===== src/rtl/ulaplus_pkg.sv =====
// Shared ULAplus definitions: I/O port addresses, register groups and the
// palette controller state encoding.
package ulaplus_pkg;

  localparam logic [15:0] ULAPLUS_RS_PORT = 16'hBF3B;
  localparam logic [15:0] ULAPLUS_DP_PORT = 16'hFF3B;

  localparam logic [1:0] GRP_PALETTE = 2'b00;
  localparam logic [1:0] GRP_MODE    = 2'b01;

  localparam logic [5:0] PAL_LAST = 6'd63;

  typedef enum logic [1:0] {
    ST_CLEAR = 2'd0,
    ST_IDLE  = 2'd1,
    ST_WRITE = 2'd2
  } pal_state_t;

endpackage


===== src/rtl/io_write_edge.sv =====
// Z80 I/O write strobe edge detector. Emits one pulse per I/O cycle however
// long the strobe is held, and captures the data byte of qualifying cycles.
module io_write_edge #(
  parameter int W = 8
) (
  input  logic         clk,
  input  logic         rst,
  input  logic         strobe,
  input  logic         cap_en,
  input  logic [W-1:0] data,
  output logic         pulse,
  output logic [W-1:0] cap_data
);

  logic strobe_q;

  assign pulse = strobe & ~strobe_q;

  // Registered copy of the strobe for rising-edge detection.
  always_ff @(posedge clk) begin
    if (rst) strobe_q <= 1'b0;
    else     strobe_q <= strobe;
  end

  // Latch the bus byte on the event; only enabled ports overwrite it.
  always_ff @(posedge clk) begin
    if (rst)                 cap_data <= '0;
    else if (pulse & cap_en) cap_data <= data;
  end

endmodule


===== src/rtl/ulaplus_palette_port.sv =====
// ULAplus CPU-side port controller: decodes the register-select and data
// ports, owns the palette LUT write port and serves CPU read-back.
//
// state    | meaning
// ST_CLEAR | zeroing palette entries 0..63, one per cycle
// ST_IDLE  | waiting for CPU writes; replays a deferred data write
// ST_WRITE | single-cycle palette write of the captured byte
module ulaplus_palette_port
  import ulaplus_pkg::*;
#(
  parameter bit AUTOINC = 1'b0
) (
  input  logic        clk,
  input  logic        rst,
  input  logic [15:0] a,
  input  logic        iorq_n,
  input  logic        rd_n,
  input  logic        wr_n,
  input  logic [7:0]  din,
  output logic [7:0]  dout,
  output logic        oe,
  output logic        lut_load,
  output logic [5:0]  lut_addr,
  output logic [7:0]  lut_din,
  input  logic [7:0]  lut_dout,
  output logic        ulaplus_en,
  output logic        busy
);

  pal_state_t state, state_nx;

  logic       sel_rs, sel_dp, wr_act;
  logic       ev, ev_rs, ev_dp;
  logic [7:0] cap_data;
  logic [5:0] cnt, idx;
  logic [1:0] group;
  logic       pend;
  logic       idle, replay, do_now, defer, pal_wr;

  assign sel_rs = ~iorq_n & (a == ULAPLUS_RS_PORT);
  assign sel_dp = ~iorq_n & (a == ULAPLUS_DP_PORT);
  assign wr_act = (sel_rs | sel_dp) & ~wr_n;
  assign oe     = (sel_rs | sel_dp) & ~rd_n;

  // Only data-port bytes are captured, so cap_data doubles as the pending
  // write store: a later register-select write cannot clobber it.
  io_write_edge #(.W(8)) u_edge (
    .clk      (clk),
    .rst      (rst),
    .strobe   (wr_act),
    .cap_en   (sel_dp),
    .data     (din),
    .pulse    (ev),
    .cap_data (cap_data)
  );

  assign ev_rs  = ev & sel_rs;
  assign ev_dp  = ev & sel_dp;
  assign idle   = (state == ST_IDLE);
  assign replay = idle & pend;
  assign do_now = idle & ev_dp;
  assign defer  = ev_dp & ~idle;
  assign pal_wr = lut_load & (state != ST_CLEAR);
  assign busy   = (state == ST_CLEAR);

  // State register; reset always restarts the palette clear.
  always_ff @(posedge clk) begin
    if (rst) state <= ST_CLEAR;
    else     state <= state_nx;
  end

  // Next state and LUT port drive. A replayed palette write completes in the
  // IDLE cycle itself so it lands right after the clear finishes.
  always_comb begin
    state_nx = state;
    lut_load = 1'b0;
    lut_addr = idx;
    lut_din  = cap_data;
    case (state)
      ST_CLEAR: begin
        lut_load = 1'b1;
        lut_addr = cnt;
        lut_din  = 8'h00;
        if (cnt == PAL_LAST) state_nx = ST_IDLE;
      end
      ST_IDLE: begin
        if (replay && group == GRP_PALETTE) lut_load = 1'b1;
        if (do_now && group == GRP_PALETTE) state_nx = ST_WRITE;
      end
      ST_WRITE: begin
        lut_load = 1'b1;
        state_nx = ST_IDLE;
      end
      default: state_nx = ST_CLEAR;
    endcase
    if (rst) lut_load = 1'b0;
  end

  // Clear address counter; wraps back to 0 as the clear completes.
  always_ff @(posedge clk) begin
    if (rst)                  cnt <= 6'd0;
    else if (state == ST_CLEAR) cnt <= cnt + 6'd1;
  end

  // Register-select writes are applied immediately; auto-increment follows
  // every palette data write.
  always_ff @(posedge clk) begin
    if (rst) begin
      group <= GRP_PALETTE;
      idx   <= 6'd0;
    end else if (ev_rs) begin
      group <= din[7:6];
      idx   <= din[5:0];
    end else if (AUTOINC && pal_wr) begin
      idx   <= idx + 6'd1;
    end
  end

  // Mode register; a fresh write in the replay cycle wins over the replay.
  always_ff @(posedge clk) begin
    if (rst) begin
      ulaplus_en <= 1'b0;
    end else begin
      if (replay && group == GRP_MODE) ulaplus_en <= cap_data[0];
      if (do_now && group == GRP_MODE) ulaplus_en <= din[0];
    end
  end

  // One-deep deferral of data writes arriving while the LUT port is busy.
  always_ff @(posedge clk) begin
    if (rst)         pend <= 1'b0;
    else if (defer)  pend <= 1'b1;
    else if (replay) pend <= 1'b0;
  end

  // CPU read mux; floats high when the block is not addressed.
  always_comb begin
    dout = 8'hFF;
    if (oe) begin
      if (sel_rs) begin
        dout = {group, idx};
      end else begin
        case (group)
          GRP_PALETTE: dout = lut_dout;
          GRP_MODE:    dout = {7'b0, ulaplus_en};
          default:     dout = 8'hFF;
        endcase
      end
    end
  end

endmodule


===== config.mk =====
export PLATFORM = sky130hd
export DESIGN_NAME = ulaplus_palette_port
export DESIGN_NICKNAME = d
export VERILOG_FILES = /design/src/rtl/ulaplus_pkg.sv /design/src/rtl/io_write_edge.sv /design/src/rtl/ulaplus_palette_port.sv
export SDC_FILE = /design/constraint.sdc
export NUM_CORES = 1
export LEC_CHECK = 0
export CAP_MARGIN = 20
export CORE_UTILIZATION = 43
export DETAILED_ROUTE_END_ITERATION = 8
export MAX_ROUTING_LAYER = met4
export PLACE_DENSITY = 0.8
export SYNTH_ARGS = -nofsm -noshare
export SYNTH_HDL_FRONTEND = slang
export SYNTH_SLANG_ARGS = --single-unit

===== constraint.sdc =====
create_clock -name clk -period 2.5 [get_ports clk]
set_input_delay 0.5 -clock clk [delete_from_list [all_inputs] [get_ports clk]]
set_output_delay 0.5 -clock clk [all_outputs]
set_load 0.02 [all_outputs]

Yosys cells after proc, flatten, opt, wreduce, memory -nomap -nowiden
Index checks and enable logic that the tools add are counted.

word-level totals
  register bits after elaboration = 27
  bits in latches = 0
  bits in writable memories = 0
  ROM bits = 0
  bits of input ports = 37
  output and inout port bits = 26
  memories kept = 0

operators by class
  $add $sub $neg = 1
  $mul = 0
  divide/modulo/power cells = 0
  order comparisons = 0
  eq/ne operators = 8
  shift operators = 0
  multiplexer cells = 15
  bitwise gates (word level) = 16
  reductions and logical operators = 10

operators with widths
  cell                                                 count
  equality test 16 bit, second input constant          2
  2-to-1 mux 8 bit                                     3
  one-hot mux 8 bit (2 select lines)                   1
  AND 1 bit                                            10
  adder 6 x 1 -> 6 bit, second input constant          1
  equality test 6 bit, second input constant           1
  2-to-1 mux 1 bit                                     6
  2-to-1 mux 6 bit                                     1
  one-hot mux 2 bit (3 select lines)                   1
  NOT 1 bit                                            5
  equality test 2 x 1 -> 1 bit, second input constant  2
  logical AND 1 bit                                    4
  zero test 2 bit                                      2
  2-to-1 mux 2 bit                                     2
  != test 2 x 1 -> 1 bit, second input constant        2
  nonzero test 2 bit                                   2
  equality test 2 bit, second input constant           1
  one-hot mux 1 bit (2 select lines)                   1
  AND reduction 2 bit                                  1
  OR reduction 2 bit                                   1
  bitwise OR 1 bit                                     1

Longest topological paths before layout
  word-level depth = 10
  mapped depth = 5

Cells and area by module
Synthesis repeated with hierarchy kept, for this count alone.

unflattened totals
  cells, all modules = 190
  area, all modules = 1566.5 um^2

by module, submodules not included
  module                instances  cells an instance  area each (um^2)
  ulaplus_palette_port  1          152                1166.1
  io_write_edge         1          38                 400.4

Least setup slack after synthesis
No wires, ideal clock.

  kind = in2out
  start point = input port a[6]
  end point = output port dout[1]
  arrival time = 1.816 ns
  path slack = 0.184 ns
  stages = 5
  path buffers = 1
  cells stage by stage = nand4bb_4 > or4_4 > buf_6 > nor2_8 > o221ai_1

between the ends
  longest elaborated chain between the ends = 5
  elaborated cells between the ends (all ways) = 8
  classes of those cells = 2 x eq/ne; 2 x mux; 4 x bitwise

ends and longest elaborated chain
  what                                            line                                                    source
  start, declared                                 ulaplus_palette_port.sv:15                              input logic [15:0] a,
  equality test 16 bit, on equally long branches  ulaplus_palette_port.sv:40, ulaplus_palette_port.sv:41
  AND 1 bit, on equally long branches             ulaplus_palette_port.sv:40, ulaplus_palette_port.sv:41
  bitwise OR 1 bit (*)                            ulaplus_palette_port.sv:43                              assign oe = (sel_rs | sel_dp) & ~rd_n;
  AND 1 bit (*)                                   ulaplus_palette_port.sv:43
  named net oe                                    ulaplus_palette_port.sv:21                              output logic oe,
  2-to-1 mux 8 bit (*)                            ulaplus_palette_port.sv:139                             if (oe) begin
  end, declared                                   ulaplus_palette_port.sv:20                              output logic [7:0] dout,

The timed path passes the listed nets; every way through them passes the cells marked *.

Worst setup path in the final report
  start point = input port iorq_n
  end point = output port dout[3]

between the ends
  longest elaborated chain between the ends = 5
  elaborated cells between the ends (all ways) = 7
  classes of those cells = 2 x mux; 5 x bitwise

ends and longest elaborated chain
  what                                 line                                                    source
  start, declared                      ulaplus_palette_port.sv:16                              input logic iorq_n,
  NOT 1 bit (*)                        ulaplus_palette_port.sv:40, ulaplus_palette_port.sv:41
  AND 1 bit, on equally long branches  ulaplus_palette_port.sv:40, ulaplus_palette_port.sv:41
  bitwise OR 1 bit                     ulaplus_palette_port.sv:43
  AND 1 bit                            ulaplus_palette_port.sv:43
  2-to-1 mux 8 bit (*)                 ulaplus_palette_port.sv:139

Mark *: on every way between the ends. The rest lies on a longest branch, timed or not.

==> qor.csv <==
metric,value,unit
ant_nets,0,
r2r_cells,5,
hold_viol,0,
grt_pass1_wl,6540,microns
slowest_delay,0.64,ns
fmax,406,MHz
syn_area_per_cell,8.35,sq um
start_util,0.454,
rows,21,
busiest_layer,met2,
synth.distinct_cells,42,
fill_cells,317,
rsz0062_at_grt,yes,
cts.sinks,27,
gr-total-overflow,0,
synth_nets,221,
clk-insertion-delay-late,0.33,ns
core,3360,sq um
cp_cell_sequence,"buf_6, nand4bb_4, or4_4, o22ai_4, o221ai_2, buf_4",
rr_startpoint,group[1],
setup_violations,0,
yosysWarnings,0,
cp_slowest_cell,or4_4,
clock-skew-final,0.0109,ns
clk_pin_slew_worst_paths,0.16,ns
critPathBufInv,2,
cts_inserted_buffers,3,
diodes,0,
synth_cells,183,
r2r_end,ulaplus_en,
maxSlewHeadroom,0.690,
routedWlPerCell,14.3,microns
postLayoutCoreUtil,0.686,
crit_required,2.00,ns
grt_antenna_before_repair,0,
status,"finished, final reports clean",
clockBufferDepth,2,
viasPerCell,5.47,
path_class,in2out,
worstHoldPathCells,2,
io_buffer_count,62,
peakVddDrop,0.000242,V
grtUsageMet3,0.0294,
cp_top_family,simple AND/OR/NAND/NOR gates,
ys_seq_area_frac,0.354,
drive_above_1_share,0.217,
min_from,u_edge.cap_data[6],
firstDrtPassIters,4,
crit_path_start_kind,input pin,
hold_class,reg2reg,
crit_path_end_kind,output port,
syn_area,1530,sq um
synth_edf_count,0,
drt_iter0_markers,55,
leakage,0.829,nW
area_growth,50.9,%
synth_seq_cells,27,
gp_congestion,0.821,
grt_use_total,0.239,
grt_pass1_vias,1392,
cap_violations,0,
drv_slew,0,
via_count,1640,
globalRouteMet2Util,0.361,
grt_max_degree,28,
whs_endpoint,u_edge.cap_data[6],
h-tree-depth,1,
critPathMaxFanout,5,
die_area,3800,sq um
nets,293,
cp.arrival,1.96,ns
grt_util_met1,0.337,
worst_slew_pin_slew,0.458,ns
drt_wl_total,4280,microns
ys.flop_type,dfxtp_1,
hpwl,3160,microns
synthArstFlopShare,0,
cts_root_buffer,clkbuf_4,
fp.dieH,61.6,microns
die_w,61.6,microns
rrSetupSlack,0.81,ns
fin_crit_sh,0.986,
pin_count,63,
whs,0.480,ns
post-route-drc-count,0,
p_per_area,332,nW/um^2
cts_tree,built,
min_period,2.46,ns
==> Yosys cell counts (2+ instances only) <==
master / count / area [sq um]
and3_1: 2 / 12.5
clkbuf_1: 7 / 26.3
dfxtp_1: 27 / 541
nand3_1: 8 / 40.0
o21ai_0: 20 / 100
buf_2: 3 / 15.0
o221ai_1: 5 / 43.8
inv_1: 6 / 22.5
buf_1: 2 / 7.51
a21oi_1: 19 / 95.1
nand4_1: 3 / 18.8
nor4_4: 2 / 42.5
xor2_1: 4 / 35.0
mux2_2: 2 / 22.5
nor2_1: 13 / 48.8
nand4b_1: 8 / 70.1
nor3_1: 2 / 10.0
nor2b_1: 11 / 68.8
o21ai_1: 4 / 20.0
nand2_1: 12 / 45.0
a31oi_1: 2 / 12.5
==> registers in the layout, indices dropped and copies added, names as in the netlist <==
name,flops
u_edge.cap_data,8
cnt,6
idx,6
group,2
state,2
pend,1
u_edge.strobe_q,1
ulaplus_en,1
==> what timing repair did <==
item / CTS / global route
buffers inserted: 3 / 1
hold buffers: 0 / 0
gates cloned: 1 / 0
pin swaps: 12 / 6
setup endpoints to repair: 15 / 9
gates resized for setup: 73 / 22
==> final cells by class <==
| class | count | area (sq um) | share of cell area |
|---|---|---|---|
| Sequential cell | 27 | 541 | 0.234 |
| Tap cell | 46 | 57.6 | 0.0250 |
| Inverter | 6 | 22.5 | 0.00977 |
| Clock inverter | 1 | 7.51 | 0.00326 |
| Clock buffer | 3 | 22.5 | 0.00977 |
| Multi-Input combinational cell | 138 | 963 | 0.418 |
| Timing Repair Buffer | 79 | 692 | 0.300 |
==> per-stage QoR <==
stage | setup TNS (ns) | cells | instance area (sq um) | setup WS, ns | power [mW]
floorplan | 0 | 183 | 1530 | 0.184 | 0.495
global placement | -5.46 | 291 | 2240 | -0.618 | 0.579
detailed placement | -5.72 | 291 | 2240 | -0.647 | 0.582
CTS | 0 | 299 | 2250 | 0.00315 | 0.769
global route | -0.0361 | 300 | 2310 | -0.0150 | 0.801
finish | 0 | 300 | 2310 | 0.0356 | 0.766
==> worst reg2reg max path, cell delays in order, from the launching register on <==
cell       delay, ns
dfxtp_1         0.35
buf_4           0.19
nor4bb_1        0.46
nor2b_1         0.09
a2111oi_0       0.41
a211oi_1        0.09
==> cell families after synthesis <==
| kind of cell | synth area share |
|---|---|
| adders and majority gates | 0.00819 |
| and+or+nand+nor | 0.322 |
| xor gates and xnor gates | 0.0287 |
| buffers and inverters | 0.0541 |
| AOI/OAI and AO/OA | 0.212 |
| muxes | 0.0213 |
| DFF | 0.354 |
==> cell usage in the layout (no fill, tap or decap), types with 2 or more instances in the layout <==
cell             synthesis  routed
buf_6                    1       3
nor2b_1                 11      11
o21ai_0                 20      20
buf_4                    0      21
o221ai_2                 0       5
inv_1                    6       6
and3_1                   2       2
xor2_1                   4       4
o21ai_1                  4       4
nor4_4                   2       2
nor2_1                  13      13
nor3_1                   2       2
nand4_1                  3       3
buf_2                    3       5
a21oi_1                 19      19
dfxtp_1                 27      27
clkdlybuf4s50_1          0      29
clkbuf_4                 0       3
nand4bb_4                1       2
dlymetal6s2s_1           0       2
clkdlybuf4s15_2          0       2
dlygate4sd2_1            0      14
mux2_2                   2       2
nand3_1                  8       8
nand2_1                 12      12
clkbuf_2                 0       3
a31oi_1                  2       2
nand4b_1                 8       8
==> how the worst max path moves through the flow <==
stage	cells past startpoint	slack, ns	endpoint	from
floorplan	5	0.18	dout[1]	a[6]
global placement	6	-0.62	dout[5]	a[5]
detailed placement	6	-0.65	dout[3]	a[5]
CTS	6	0.003	dout[2]	a[0]
global route	6	-0.01	dout[2]	iorq_n
finish	6	0.04	dout[3]	iorq_n
==> report_power, final <==
part / internal (mW) / total, mW / switching (mW)
Sequential: 0.435 / 0.440 / 0.00513
Clock: 0.0612 / 0.198 / 0.136
Combinational: 0.0710 / 0.129 / 0.0576
Total: 0.567 / 0.766 / 0.199
==> per-layer routing <==
metal  share of wire  vias to the layer above
met5               0                        -
met4          0.0070                        0
met3           0.062                        4
met2            0.46                       71
met1            0.47                      753
li1                -                      812
Note: power is estimated with default switching activity, not from simulation.
